### src/rtl/adxl355_reg_if.sv
// SPI-slave to register-bank strobe bus: address/data strobes in, read byte back.
interface adxl355_reg_if;
  localparam int unsigned AW = 7;
  localparam int unsigned DW = 8;

  logic          wr_rd;
  logic [AW-1:0] spi_slave_wr_rd_addr;
  logic          spi_addr_valid;
  logic          spi_data_valid;
  logic [DW-1:0] spi_slave_wr_data;
  logic [DW-1:0] reg_slave_rd_data;
  logic          reg_slave_rd_valid;

  modport master (
    output wr_rd, spi_slave_wr_rd_addr, spi_addr_valid, spi_data_valid, spi_slave_wr_data,
    input  reg_slave_rd_data, reg_slave_rd_valid
  );

  modport slave (
    input  wr_rd, spi_slave_wr_rd_addr, spi_addr_valid, spi_data_valid, spi_slave_wr_data,
    output reg_slave_rd_data, reg_slave_rd_valid
  );
endinterface

### src/rtl/adxl355_reg_bank.sv
// ADXL355 register file: ID/status/sample/control registers with burst
// auto-increment and a snapshot of sample data taken at the start of each read.
module adxl355_reg_bank #(
  parameter logic [7:0] PARTID  = 8'hED,
  parameter logic [7:0] REVID   = 8'h01,
  parameter logic [7:0] PWR_RST = 8'h01
) (
  input  logic        mems_clk,
  input  logic        rst_n,
  input  logic        cs_n,
  input  logic        sample_valid,
  input  logic [19:0] sample_x,
  input  logic [19:0] sample_y,
  input  logic [19:0] sample_z,
  input  logic [11:0] sample_temp,
  adxl355_reg_if.slave bus
);

  localparam int unsigned AW  = 7;
  localparam int unsigned DW  = 8;
  localparam int unsigned AXW = 20;
  localparam int unsigned TW  = 12;

  localparam logic [AW-1:0] A_STATUS = 7'h04;
  localparam logic [AW-1:0] A_FILTER = 7'h28;
  localparam logic [AW-1:0] A_PWR    = 7'h2D;
  localparam logic [AW-1:0] A_RESET  = 7'h2F;
  localparam logic [DW-1:0] RST_CODE = 8'h52;

  typedef enum logic [1:0] {IDLE, WR, RD_FETCH, RD_HOLD} state_t;

  state_t          state_q, state_d;
  logic            cs_meta, cs_sync;
  logic [AW-1:0]   ptr_q, ptr_d;
  logic [DW-1:0]   rd_data_q, rd_data_d, rd_mux;
  logic            rd_valid_q, rd_valid_d;
  logic            wr_en, snap, rdy_clr, sample_load, soft_rst_q;
  logic [2:0]      power_q;
  logic [6:0]      filter_q;
  logic            data_rdy_q;
  logic [AXW-1:0]  live_x, live_y, live_z, shd_x, shd_y, shd_z;
  logic [TW-1:0]   live_t, shd_t;

  assign sample_load = sample_valid & ~power_q[0];
  assign bus.reg_slave_rd_data  = rd_data_q;
  assign bus.reg_slave_rd_valid = rd_valid_q;

  // cs_n synchroniser; resets to deselected
  always_ff @(posedge mems_clk or negedge rst_n) begin
    if (!rst_n) begin
      cs_meta <= 1'b1;
      cs_sync <= 1'b1;
    end else begin
      cs_meta <= cs_n;
      cs_sync <= cs_meta;
    end
  end

  always_ff @(posedge mems_clk or negedge rst_n) begin
    if (!rst_n) state_q <= IDLE;
    else        state_q <= state_d;
  end

  always_comb begin
    state_d = state_q;
    if (cs_sync) begin
      state_d = IDLE;
    end else if (bus.spi_addr_valid) begin
      state_d = bus.wr_rd ? RD_FETCH : WR;
    end else begin
      case (state_q)
        RD_FETCH: state_d = RD_HOLD;
        RD_HOLD:  if (bus.spi_data_valid) state_d = RD_FETCH;
        default:  state_d = state_q;
      endcase
    end
  end

  // Datapath controls and next values of the registered outputs
  always_comb begin
    ptr_d      = ptr_q;
    rd_data_d  = rd_data_q;
    rd_valid_d = rd_valid_q;
    wr_en      = 1'b0;
    snap       = 1'b0;
    rdy_clr    = 1'b0;
    if (cs_sync) begin
      rd_data_d  = '0;
      rd_valid_d = 1'b0;
    end else if (bus.spi_addr_valid) begin
      ptr_d      = bus.spi_slave_wr_rd_addr;
      rd_valid_d = 1'b0;
      snap       = bus.wr_rd;
    end else begin
      case (state_q)
        WR: begin
          if (bus.spi_data_valid) begin
            wr_en = 1'b1;
            ptr_d = ptr_q + AW'(1);
          end
        end
        RD_FETCH: begin
          rd_data_d  = rd_mux;
          rd_valid_d = 1'b1;
          rdy_clr    = (ptr_q == A_STATUS);
        end
        RD_HOLD: begin
          if (bus.spi_data_valid) begin
            rd_valid_d = 1'b0;
            ptr_d      = ptr_q + AW'(1);
          end
        end
        default: ;
      endcase
    end
  end

  always_ff @(posedge mems_clk or negedge rst_n) begin
    if (!rst_n) begin
      ptr_q      <= '0;
      rd_data_q  <= '0;
      rd_valid_q <= 1'b0;
      soft_rst_q <= 1'b0;
    end else begin
      ptr_q      <= ptr_d;
      rd_data_q  <= rd_data_d;
      rd_valid_q <= rd_valid_d;
      soft_rst_q <= wr_en && (ptr_q == A_RESET) && (bus.spi_slave_wr_data == RST_CODE);
    end
  end

  // Sample-data registers 0x06-0x10 come from the read snapshot
  always_comb begin
    case (ptr_q)
      7'h00:   rd_mux = 8'hAD;
      7'h01:   rd_mux = 8'h1D;
      7'h02:   rd_mux = PARTID;
      7'h03:   rd_mux = REVID;
      7'h04:   rd_mux = {7'b0, data_rdy_q};
      7'h06:   rd_mux = {4'b0, shd_t[11:8]};
      7'h07:   rd_mux = shd_t[7:0];
      7'h08:   rd_mux = shd_x[19:12];
      7'h09:   rd_mux = shd_x[11:4];
      7'h0A:   rd_mux = {shd_x[3:0], 4'b0};
      7'h0B:   rd_mux = shd_y[19:12];
      7'h0C:   rd_mux = shd_y[11:4];
      7'h0D:   rd_mux = {shd_y[3:0], 4'b0};
      7'h0E:   rd_mux = shd_z[19:12];
      7'h0F:   rd_mux = shd_z[11:4];
      7'h10:   rd_mux = {shd_z[3:0], 4'b0};
      A_FILTER: rd_mux = {1'b0, filter_q};
      A_PWR:   rd_mux = {5'b0, power_q};
      default: rd_mux = '0;
    endcase
  end

  // Control, status and sample registers; soft reset restores them all
  always_ff @(posedge mems_clk or negedge rst_n) begin
    if (!rst_n) begin
      power_q    <= PWR_RST[2:0];
      filter_q   <= '0;
      data_rdy_q <= 1'b0;
      live_x <= '0; live_y <= '0; live_z <= '0; live_t <= '0;
      shd_x  <= '0; shd_y  <= '0; shd_z  <= '0; shd_t  <= '0;
    end else if (soft_rst_q) begin
      power_q    <= PWR_RST[2:0];
      filter_q   <= '0;
      data_rdy_q <= 1'b0;
      live_x <= '0; live_y <= '0; live_z <= '0; live_t <= '0;
      shd_x  <= '0; shd_y  <= '0; shd_z  <= '0; shd_t  <= '0;
    end else begin
      if (wr_en && (ptr_q == A_FILTER)) filter_q <= bus.spi_slave_wr_data[6:0];
      if (wr_en && (ptr_q == A_PWR))    power_q  <= bus.spi_slave_wr_data[2:0];
      if (sample_load) begin
        live_x <= sample_x;
        live_y <= sample_y;
        live_z <= sample_z;
        live_t <= sample_temp;
      end
      if (sample_load)  data_rdy_q <= 1'b1;
      else if (rdy_clr) data_rdy_q <= 1'b0;
      if (snap) begin
        shd_x <= live_x;
        shd_y <= live_y;
        shd_z <= live_z;
        shd_t <= live_t;
      end
    end
  end

endmodule
### src/flat_wrapper.sv
// flat-port wrapper written by rule: the top's interface ports become plain ports
module adxl355_reg_bank_flat 
#(
  parameter logic [7:0] PARTID  = 8'hED,
  parameter logic [7:0] REVID   = 8'h01,
  parameter logic [7:0] PWR_RST = 8'h01
)
  (mems_clk, rst_n, cs_n, sample_valid, sample_x, sample_y, sample_z, sample_temp, bus_wr_rd, bus_spi_slave_wr_rd_addr, bus_spi_addr_valid, bus_spi_data_valid, bus_spi_slave_wr_data, bus_reg_slave_rd_data, bus_reg_slave_rd_valid);
  adxl355_reg_if bus_i ();
  input  logic mems_clk;
  input  logic rst_n;
  input  logic cs_n;
  input  logic sample_valid;
  input  logic [19:0] sample_x;
  input  logic [19:0] sample_y;
  input  logic [19:0] sample_z;
  input  logic [11:0] sample_temp;
  input wire logic [$bits(bus_i.wr_rd)-1:0] bus_wr_rd;
  input wire logic [$bits(bus_i.spi_slave_wr_rd_addr)-1:0] bus_spi_slave_wr_rd_addr;
  input wire logic [$bits(bus_i.spi_addr_valid)-1:0] bus_spi_addr_valid;
  input wire logic [$bits(bus_i.spi_data_valid)-1:0] bus_spi_data_valid;
  input wire logic [$bits(bus_i.spi_slave_wr_data)-1:0] bus_spi_slave_wr_data;
  output wire logic [$bits(bus_i.reg_slave_rd_data)-1:0] bus_reg_slave_rd_data;
  output wire logic [$bits(bus_i.reg_slave_rd_valid)-1:0] bus_reg_slave_rd_valid;
  assign bus_i.wr_rd = bus_wr_rd;
  assign bus_i.spi_slave_wr_rd_addr = bus_spi_slave_wr_rd_addr;
  assign bus_i.spi_addr_valid = bus_spi_addr_valid;
  assign bus_i.spi_data_valid = bus_spi_data_valid;
  assign bus_i.spi_slave_wr_data = bus_spi_slave_wr_data;
  assign bus_reg_slave_rd_data = bus_i.reg_slave_rd_data;
  assign bus_reg_slave_rd_valid = bus_i.reg_slave_rd_valid;
  adxl355_reg_bank #(.PARTID(PARTID), .REVID(REVID), .PWR_RST(PWR_RST)) u_core (.mems_clk(mems_clk), .rst_n(rst_n), .cs_n(cs_n), .sample_valid(sample_valid), .sample_x(sample_x), .sample_y(sample_y), .sample_z(sample_z), .sample_temp(sample_temp), .bus(bus_i));
endmodule
### config.mk
export PLATFORM = sky130hd
export DESIGN_NAME = adxl355_reg_bank_flat
export DESIGN_NICKNAME = d
export VERILOG_FILES = /design/src/rtl/adxl355_reg_if.sv /design/src/rtl/adxl355_reg_bank.sv /design/src/flat_wrapper.sv
export SDC_FILE = /design/constraint.sdc
export NUM_CORES = 1
export LEC_CHECK = 0
export CORE_MARGIN = 2
export CORE_UTILIZATION = 41
export DETAILED_ROUTE_END_ITERATION = 7
export PLACE_DENSITY_LB_ADDON = 0.1
export SLEW_MARGIN = 20
export SYNTH_ARGS = -nofsm -noshare
export SYNTH_HDL_FRONTEND = slang
export SYNTH_SLANG_ARGS = --single-unit
### constraint.sdc
create_clock -name mems_clk -period 2.35 [get_ports mems_clk]
set_clock_uncertainty 0.15 [all_clocks]
set_input_delay 0.705 -clock mems_clk [delete_from_list [all_inputs] [get_ports mems_clk]]
set_output_delay 0.705 -clock mems_clk [all_outputs]
set_load 0.1 [all_outputs]
# Word level (Yosys, flattened, before mapping)
# Index checks and enable logic that the tools add are counted.
# word_totals
elab_cells,112
input_bits,94
regBits,176
out_inout_bits,9
# op_classes
muxes,48
eq_ne,24
n_bitwise,3
n_reduce_logical,18
n_addsub,1
# op_table
cell,n
20-bit 2-to-1 mux,12
8-bit case mux with 18 select lines,1
"7-bit by 4-bit == test with 1-bit output, second input constant",8
12-bit 2-to-1 mux,4
7-bit 2-to-1 mux,5
8-bit 2-to-1 mux,3
"7-bit by 3-bit == test with 1-bit output, second input constant",3
"7-bit by 6-bit == test with 1-bit output, second input constant",3
1-bit 2-to-1 mux,15
"7-bit by 2-bit == test with 1-bit output, second input constant",2
2-bit nonzero test,7
"8-bit by 7-bit == test with 1-bit output, second input constant",1
2-bit 2-to-1 mux,4
"7-bit by 1-bit adder with 7-bit output, second input constant",1
"7-bit by 1-bit == test with 1-bit output, second input constant",1
"7-bit by 5-bit == test with 1-bit output, second input constant",1
7-bit zero test,1
3-bit 2-to-1 mux,2
"2-bit == test, second input constant",2
1-bit logical AND,4
"4-bit by 3-bit != test with 1-bit output, second input constant",1
2-bit case mux with 2 select lines,1
2-bit AND reduction,2
4-bit nonzero test,1
8 further kinds,9

# Logic depth before layout (Yosys ltp)
# Gate-level depths: netlist of run 1.
# logic_depth
word_depth,7
depth_mapped,8
ltp_nobuf,7

# Worst setup path after synthesis of run 1
# Ideal clock, no wire load.
# synth_timing
kind,input to register
startpoint,in bus_spi_addr_valid
endpoint,reg u_core.filter_q[1]
path_stages,5
setup_slack_ps,-2
t_required_ps,2068
n_path_buf,1
t_arrival_ps,2070
setup_time_ps,132
cell_sequence,or4_4 or4_4 buf_6 mux2i_1 nor2_1
# synth_via
elab_chain_cells,4
# synth_lines
element,line_no,text
start: declaration,flat_wrapper.sv:20,input wire logic [$bits(bus_i.spi_addr_valid)-1:0] bus_spi_addr_valid;
1-bit 2-to-1 mux,adxl355_reg_bank.sv:90,end else if (bus.spi_addr_valid) begin
1-bit 2-to-1 mux,adxl355_reg_bank.sv:87,if (cs_sync) begin
1-bit logical AND,adxl355_reg_bank.sv:172,if (wr_en && (ptr_q == A_FILTER)) filter_q <= bus.spi_slave_wr_data[6:0];
2-bit nonzero test (no source line),-,
end signal: assignment,adxl355_reg_bank.sv:172,
end: declaration,adxl355_reg_bank.sv:39,logic [6:0] filter_q;
# No other way between the ends.
# A chain may end at the register's enable or synchronous reset.

# Worst setup path in the final report of run 1
# layout_timing
startpoint,reg u_core.ptr_q[4]
endpoint,reg u_core.filter_q[6]
# layout_via
elab_chain_cells,3
# layout_lines
element,line_no,text
start: declaration,adxl355_reg_bank.sv:34,"logic [AW-1:0] ptr_q, ptr_d;"
start signal: assignment,adxl355_reg_bank.sv:125,ptr_q <= ptr_d;
7-bit by 6-bit == test with 1-bit output,adxl355_reg_bank.sv:172,
1-bit logical AND,adxl355_reg_bank.sv:172,
2-bit nonzero test (no source line),-,
# No other way between the ends.

==> summary.json, run 1 <==
{
  "final_area": {"value": 10100, "unit": "um^2"},
  "worstPathMaxFanout": {"value": 7},
  "timing.critical_path.arrival": {"value": 2.48, "unit": "ns"},
  "diodes": {"value": 0},
  "numPlacedInstances": {"value": 1094},
  "drt-initial-drc-count": {"value": 346},
  "number_of_clock_buffers_inserted_by_tritoncts": {"value": 17},
  "synth_top_area_share": {"value": 56.2, "unit": "%"},
  "grt_first_pass_wirelength": {"value": 35.7, "unit": "mm"},
  "fin_tns_setup": {"value": 0, "unit": "ns"},
  "die-area": {"value": 19900, "unit": "um^2"},
  "routed_wire_length": {"value": 22.3, "unit": "mm"},
  "pwr_cell_area": {"value": 759, "unit": "nW/um^2"},
  "fp.dieW": {"value": 141, "unit": "um"},
  "globalRoute.totalOverflow": {"value": 0},
  "r2r_path_end": {"value": "u_core.filter_q[6]$_DFFE_PN0P_"},
  "post-route-min-period": {"value": 2.33, "unit": "ns"},
  "critPathLaunchType": {"value": "register"},
  "postSynth.asyncResetShare": {"value": 100, "unit": "%"},
  "synth.lib_cells_used.distinct": {"value": 54},
  "outcome": {"value": "finished, final reports clean"},
  "timing_hold_violations_final": {"value": 0},
  "final-setup-viol-count": {"value": 0},
  "gp_routability_congestion": {"value": 0.896},
  "r2r_cells": {"value": 5},
  "effective_utilization_at_floorplan": {"value": 41.5, "unit": "%"},
  "clock_power_share": {"value": 36.9, "unit": "%"},
  "combinationalPowerShare": {"value": 15.7, "unit": "%"},
  "criticalPathCategory": {"value": "reg -> reg"},
  "hold_class": {"value": "in -> async"},
  "synth_fp_nets": {"value": 861},
  "core": {"value": 18600, "unit": "um^2"},
  "clockRootBuffer": {"value": "clkbuf_16"},
  "worst-slew-pin-transition": {"value": 0.512, "unit": "ns"},
  "p_sw": {"value": 2.25, "unit": "mW"},
  "final_net_count": {"value": 978},
  "cts_htree_levels": {"value": 4},
  "grt_pass1_vias": {"value": 6249},
  "fillCellCount": {"value": 1693},
  "ys_ff_latch": {"value": 176},
  "yosys_warnings": {"value": 0},
  "final_worst_path_period_share": {"value": 99.3, "unit": "%"},
  "intPower": {"value": 5.42, "unit": "mW"},
  "chipHeight": {"value": 141, "unit": "um"},
  "drv_cap": {"value": 0},
  "post_synth_instance_area": {"value": 7710, "unit": "um^2"},
  "detail_route.wl_per_cell": {"value": 19.8, "unit": "um"},
  "kind_of_end_point_of_the_critical_path": {"value": "register"},
  "via_count": {"value": 6307},
  "ff2ff_setup_slack": {"value": 0.02, "unit": "ns"},
  "core.rowCount": {"value": 50},
  "cts_tree": {"value": "yes"},
  "setup_repair_after_global_routing_missed_its_margin": {"value": "true"},
  "slew_headroom": {"value": 65.8, "unit": "%"},
  "seq_power_share": {"value": 47.3, "unit": "%"},
  "buffer_ports.inserted": {"value": 102},
  "antenna_violating_nets_post_route": {"value": 0},
  "ys_top_cells_by_area": {"value": "dfrtp_1, a22o_1, nand2_1"},
  "synth-edff-count": {"value": 0},
  "grt_antenna_before_repair": {"value": 0},
  "worst_r2r_startpoint": {"value": "u_core.ptr_q[4]$_DFFE_PN0P_"},
  "switching_share_of_power": {"value": 29.3, "unit": "%"},
  "post_drt_via_cell_ratio": {"value": 5.60},
  "layout-drive-gt1-share": {"value": 14.1, "unit": "%"},
  "synth.avg_cell_area": {"value": 10.1, "unit": "um^2"},
  "synth.yosys.seq_area_share": {"value": 57.2, "unit": "%"},
  "drt_drc_violations_left": {"value": 0},
  "clkSlewWorstSetupHoldPaths": {"value": 0.07, "unit": "ns"},
  "drtPass1Iterations": {"value": 4},
  "synth_largest_area_cell": {"value": "dfrtp_1"},
  "grtUsageTotal": {"value": 23.2, "unit": "%"},
  "power.ir.vdd_worst": {"value": 0.000429, "unit": "V"},
  "cts-root-to-sink-buffers": {"value": 2},
  "data_required_critical_path": {"value": 2.50, "unit": "ns"},
  "synthesized_netlist_cell_count": {"value": 763},
  "clock_sink_count": {"value": 176},
  "ioPinCount": {"value": 103},
  "worstSkewPairLatency": {"value": 0.43, "unit": "ns"},
  "final_cell_count_no_fill": {"value": 1127},
  "pin_count_of_the_biggest_net_entering_global_routing": {"value": 63},
  "postPlaceCellArea": {"value": 9440, "unit": "um^2"},
  "finalMaxSlewViolations": {"value": 0},
  "cts_hold_buffers": {"value": 0},
  "power_leakage": {"value": 4.45, "unit": "nW"},
  "synth_ff_type": {"value": "dfrtp_1"},
  "post-dp-hpwl": {"value": 15.8, "unit": "mm"},
  "max_freq": {"value": 429, "unit": "MHz"},
  "layout-area-overhead-vs-synth": {"value": 31.1, "unit": "%"}
}
## Yosys cell counts, types with 3 or more instances
cell / number
nor4_1: 3
clkbuf_1: 51
nor2_1: 37
a21oi_1: 92
mux2i_1: 24
buf_1: 8
dfrtp_1: 173
o22ai_1: 4
nand2b_1: 3
dfstp_2: 3
or3_1: 3
ha_1: 4
and3_1: 4
a32oi_1: 6
o21ai_0: 12
a22oi_1: 7
nand2_1: 166
nor3_1: 14
o2bb2ai_1: 3
a221oi_1: 9
nor2b_1: 3
nand4_1: 4
a2111oi_0: 3
a22o_1: 74
inv_1: 8
nand3_1: 6
## routing by layer
metal | global-route usage (%) | wire, um | up-vias
met5 | 0 | 0 | -
met2 | 36.5 | 10600 | 162
met3 | 4.28 | 919 | 26
li1 | - | - | 2972
met4 | 5.95 | 319 | 0
met1 | 33.4 | 10500 | 3147
## cell usage in the layout, fill, tap and decap left out, types with 3 or more instances in the layout
master	synthesis	layout
clkdlybuf4s50_1	0	91
buf_4	1	48
nor2_1	37	33
and3_1	4	4
dfstp_2	3	3
buf_12	0	18
a22o_1	74	74
a32oi_1	6	6
o22ai_1	4	4
dfrtp_1	173	172
or3_1	3	3
o21ai_0	12	11
nand2_1	166	165
nor3_1	14	14
inv_8	0	4
mux2i_1	24	24
clkbuf_16	0	17
a22oi_1	7	7
clkinv_8	0	3
ha_1	4	3
nand4_1	4	4
nand3_1	6	6
o2bb2ai_1	3	3
inv_1	8	8
a221oi_1	9	9
a21oi_1	92	91
inv_6	0	3
## power by group through the flow
| stage | clock network (mW) | logic, mW | registers (mW) |
|---|---|---|---|
| final | 2.83 | 1.21 | 3.63 |
| after global routing | 3.02 | 1.33 | 3.67 |
| after CTS | 2.89 | 1.19 | 3.63 |
| after detailed placement | 0 | 1.18 | 3.68 |
| after global placement | 0 | 1.16 | 3.68 |
| after floorplan | 0 | 0.647 | 3.57 |
## metrics by stage
| stage | setup slack, ns | utilization (%) | power [mW] | hold slack (ns) |
|---|---|---|---|---|
| 2_1_floorplan | 0.0966 | - | 4.22 | 0.195 |
| 3_3_place_gp | -0.587 | 50.8 | 4.84 | 0.196 |
| 3_5_place_dp | -0.643 | 50.8 | 4.87 | 0.202 |
| 4_1_cts | 0.000992 | 54.1 | 7.71 | 0.0423 |
| 5_1_grt | -0.0354 | 54.4 | 8.01 | 0.0551 |
| 6_report | 0.0164 | 54.4 | 7.67 | 0.0341 |
## kinds of logic after synthesis
family	Yosys count	synth area share, %
mux	26	3.41
simple gates	262	15.0
compound gates	225	20.2
fa+ha+maj	4	0.649
buf+inv	70	3.57
flops	176	57.2
## registers in the layout, summed over array words and instances (netlist names), 12 cells and up
signal and flops:
u_core.shd_x 20, u_core.live_t 12, u_core.shd_y 20, u_core.live_x 20
u_core.shd_z 20, u_core.live_z 20, u_core.shd_t 12, u_core.live_y 20
## cell type report
| class | count | area (um^2) | share of cell area (%) |
|---|---|---|---|
| clock inverters | 15 | 166 | 1.65 |
| clock buffers | 17 | 425 | 4.21 |
| flip-flops and latches | 176 | 4410 | 43.6 |
| repair buffers | 160 | 1670 | 16.5 |
| well taps | 234 | 293 | 2.90 |
| multi-input cells | 517 | 3110 | 30.8 |
| inverters | 8 | 30.0 | 0.297 |
## worst max-delay path: stages, from the launching register on
cell and delay (ns):
dfrtp_1 0.40, or3b_4 0.40, or4_4 0.44, or4_4 0.52
mux2i_1 0.22, nor2_1 0.08
## worst max-delay path by stage
stage	slack [ns]	startpoint	end
6_report	0.02	u_core.ptr_q[4]$_DFFE_PN0P_	u_core.filter_q[6]$_DFFE_PN0P_
3_3_place_gp	-0.59	bus_spi_addr_valid	u_core.bus.reg_slave_rd_data[1]$_DFFE_PN0P_
5_1_grt	-0.04	u_core.ptr_q[4]$_DFFE_PN0P_	u_core.filter_q[6]$_DFFE_PN0P_
4_1_cts	0.001	u_core.ptr_q[0]$_DFFE_PN0P_	u_core.bus.reg_slave_rd_data[1]$_DFFE_PN0P_
2_1_floorplan	0.1	bus_spi_addr_valid	u_core.filter_q[1]$_DFFE_PN0P_
3_5_place_dp	-0.64	bus_spi_addr_valid	u_core.bus.reg_slave_rd_data[0]$_DFFE_PN0P_
## timing repair
action | 4_1_cts | 5_1_grt
cloned | 0 | 0
endpoints found under the setup margin | 13 | 14
buffers inserted | 0 | 1
gates resized for setup | 6 | 14
pin swaps | 0 | 0
(Power assumes the default switching activity.)
==> run 2, diff against run 1 <==
--- a/constraint.sdc
+++ b/constraint.sdc
@@ -4,2 +4,2 @@
 set_output_delay 0.705 -clock mems_clk [all_outputs]
-set_load 0.1 [all_outputs]
+set_load 0.02 [all_outputs]
==> summary.json, run 2 (same netlist as run 1, synthesis figures left out) <==
{
  "fp.dieW": {"value": 141, "unit": "um"},
  "outcome": {"value": "finished, final reports clean"},
  "effective_utilization_at_floorplan": {"value": 41.5, "unit": "%"},
  "detail_route.wl_per_cell": {"value": 19.5, "unit": "um"},
  "pin_count_of_the_biggest_net_entering_global_routing": {"value": 66},
  "critical_path.slowest_cell": {"value": "clkdlybuf4s50_1"},
  "grt_pass1_vias": {"value": 6376},
  "post-dp-hpwl": {"value": 16.0, "unit": "mm"},
  "r2r_cells": {"value": 5},
  "post_drt_via_cell_ratio": {"value": 5.55},
  "die-area": {"value": 19900, "unit": "um^2"},
  "drv_cap": {"value": 0},
  "via_count": {"value": 6281},
  "routed_wire_length": {"value": 22.1, "unit": "mm"},
  "r2r_path_end": {"value": "u_core.filter_q[0]$_DFFE_PN0P_"},
  "drt_drc_violations_left": {"value": 0},
  "worst_path_largest_cell_delay": {"value": 0.63, "unit": "ns"},
  "layout-drive-gt1-share": {"value": 13.3, "unit": "%"},
  "chipHeight": {"value": 141, "unit": "um"},
  "core.rowCount": {"value": 50},
  "numPlacedInstances": {"value": 1099},
  "timing.critical_path.arrival": {"value": 1.45, "unit": "ns"},
  "final-setup-viol-count": {"value": 0},
  "cts-root-to-sink-buffers": {"value": 2},
  "ioPinCount": {"value": 103},
  "worstPathBufferInverterCount": {"value": 1},
  "clock_sink_count": {"value": 176},
  "slew_headroom": {"value": 66.0, "unit": "%"},
  "finish.utilization": {"value": 54.3, "unit": "%"},
  "post-route-min-period": {"value": 2.30, "unit": "ns"},
  "final_net_count": {"value": 983},
  "most-common-layout-cells": {"value": "dfrtp_1, nand2_1, clkdlybuf4s50_1"},
  "grtUsageTotal": {"value": 23.0, "unit": "%"},
  "ff2ff_setup_slack": {"value": 0.05, "unit": "ns"},
  "cp_delay_by_family_top": {"value": "buffers and inverters"},
  "antenna_violating_nets_post_route": {"value": 0},
  "setup_repair_after_global_routing_missed_its_margin": {"value": "true"},
  "kind_of_end_point_of_the_critical_path": {"value": "output pin"},
  "most_frequent_standard_cell_in_the_layout_excluding_fill_and_tap_cells": {"value": "dfrtp_1"},
  "drtPass1Iterations": {"value": 7},
  "worstPathMaxFanout": {"value": 3},
  "finalMaxSlewViolations": {"value": 0},
  "number_of_clock_buffers_inserted_by_tritoncts": {"value": 17},
  "data_required_critical_path": {"value": 1.49, "unit": "ns"},
  "worstSkewPairLatency": {"value": 0.43, "unit": "ns"},
  "critPathLaunchType": {"value": "register"},
  "grt_first_pass_wirelength": {"value": 35.6, "unit": "mm"},
  "multi_input_area": {"value": 3110, "unit": "um^2"},
  "fillCellCount": {"value": 1658},
  "worst_r2r_startpoint": {"value": "u_core.ptr_q[4]$_DFFE_PN0P_"},
  "power.ir.vdd_worst": {"value": 0.000459, "unit": "V"},
  "path_cells": {"value": "clkdlybuf4s50_1"},
  "final_cell_count_no_fill": {"value": 1132},
  "core": {"value": 18600, "unit": "um^2"},
  "overall_power_consumption": {"value": 7.67, "unit": "mW"},
  "drt-initial-drc-count": {"value": 380},
  "timing_hold_violations_final": {"value": 0},
  "min_to": {"value": "u_core.cs_sync$_DFF_PN1_"},
  "layout-area-overhead-vs-synth": {"value": 30.8, "unit": "%"},
  "buffer_ports.inserted": {"value": 102},
  "area_used_by_sequential_logic_in_the_layout": {"value": 4410, "unit": "um^2"},
  "diodes": {"value": 0},
  "gp_routability_congestion": {"value": 0.908},
  "hold_class": {"value": "reg -> reg"},
  "clkSlewWorstSetupHoldPaths": {"value": 0.07, "unit": "ns"},
  "final_worst_path_period_share": {"value": 98.1, "unit": "%"},
  "clockRootBuffer": {"value": "clkbuf_16"},
  "globalRoute.totalOverflow": {"value": 0},
  "cts_htree_levels": {"value": 4},
  "cts_tree": {"value": "yes"},
  "pwr_cell_area": {"value": 761, "unit": "nW/um^2"},
  "power_leakage": {"value": 4.46, "unit": "nW"},
  "grt_antenna_before_repair": {"value": 0},
  "worst-slew-pin-transition": {"value": 0.510, "unit": "ns"},
  "worst_hold_startpoint": {"value": "u_core.cs_meta$_DFF_PN1_"},
  "holdPathStages": {"value": 0},
  "criticalPathCategory": {"value": "reg -> out"},
  "max_freq": {"value": 434, "unit": "MHz"}
}
-- run 2: cell types whose count changed in the layout (fill, tap and decap cells not counted), moves of 2 or more --
cell | previous run | this run
clkinvlp_4 | 1 | 3
buf_12 | 18 | 11
clkdlybuf4s50_1 | 91 | 99
buf_4 | 48 | 50
clkbuf_8 | 0 | 2
clkinv_4 | 2 | 0
clkinv_8 | 3 | 1
-- run 2: power breakdown --
part | switching (mW) | internal (mW) | total (mW)
sequential | 0.257 | 3.37 | 3.63
combinational | 0.586 | 0.615 | 1.20
clock | 1.28 | 1.56 | 2.84
-- run 2: area by class of cell --
cell class,count,share of cell area (%)
sequential,176,43.7
multi-input combinational,517,30.9
timing repair buffer,165,16.3
clock buffer,19,4.49
tap,234,2.90
clock inverter,13,1.44
inverter,8,0.298
-- run 2: layer usage --
layer	vias to the layer above	track usage, %	part of all wire (%)
met3	25	3.29	3.5
met2	141	35.8	46
met1	3140	33.4	48
met4	0	7.79	1.9
li1	2975	-	-
met5	-	0	0
-- run 2: repair_timing --
action	in CTS	in global routing
gates resized for setup	8	10
setup buffers	0	0
hold endpoints to repair	15	0
setup endpoints to repair	80	15
hold buffers	1	0
pin swaps	2	1
-- run 2: how the worst max path moves through the flow --
stage	from	endpoint	slack, ns	cells after the start
detailed placement	bus_spi_addr_valid	u_core.bus.reg_slave_rd_data[5]$_DFFE_PN0P_	-0.70	6
CTS	u_core.ptr_q[4]$_DFFE_PN0P_	u_core.filter_q[0]$_DFFE_PN0P_	-0.01	5
floorplan	bus_spi_addr_valid	u_core.filter_q[1]$_DFFE_PN0P_	0.1	5
global route	u_core.ptr_q[4]$_DFFE_PN0P_	u_core.filter_q[0]$_DFFE_PN0P_	-0.01	5
global placement	bus_spi_addr_valid	u_core.bus.reg_slave_rd_data[2]$_DFFE_PN0P_	-0.60	6
finish	u_core.bus.reg_slave_rd_data[7]$_DFFE_PN0P_	bus_reg_slave_rd_data[7]	0.05	1
-- run 2: stage by stage --
stage          TNS (ns)  worst slack (ns)  cell area [um^2]  hold slack, ns
6_report              0            0.0458             10100           0.208
5_1_grt         -0.0110           -0.0110             10100           0.215
4_1_cts         -0.0184           -0.0121             10100           0.210
3_5_place_dp     -43.46            -0.699              9410           0.199
3_3_place_gp     -39.23            -0.597              9410           0.196
2_1_floorplan         0            0.0966              7710           0.195
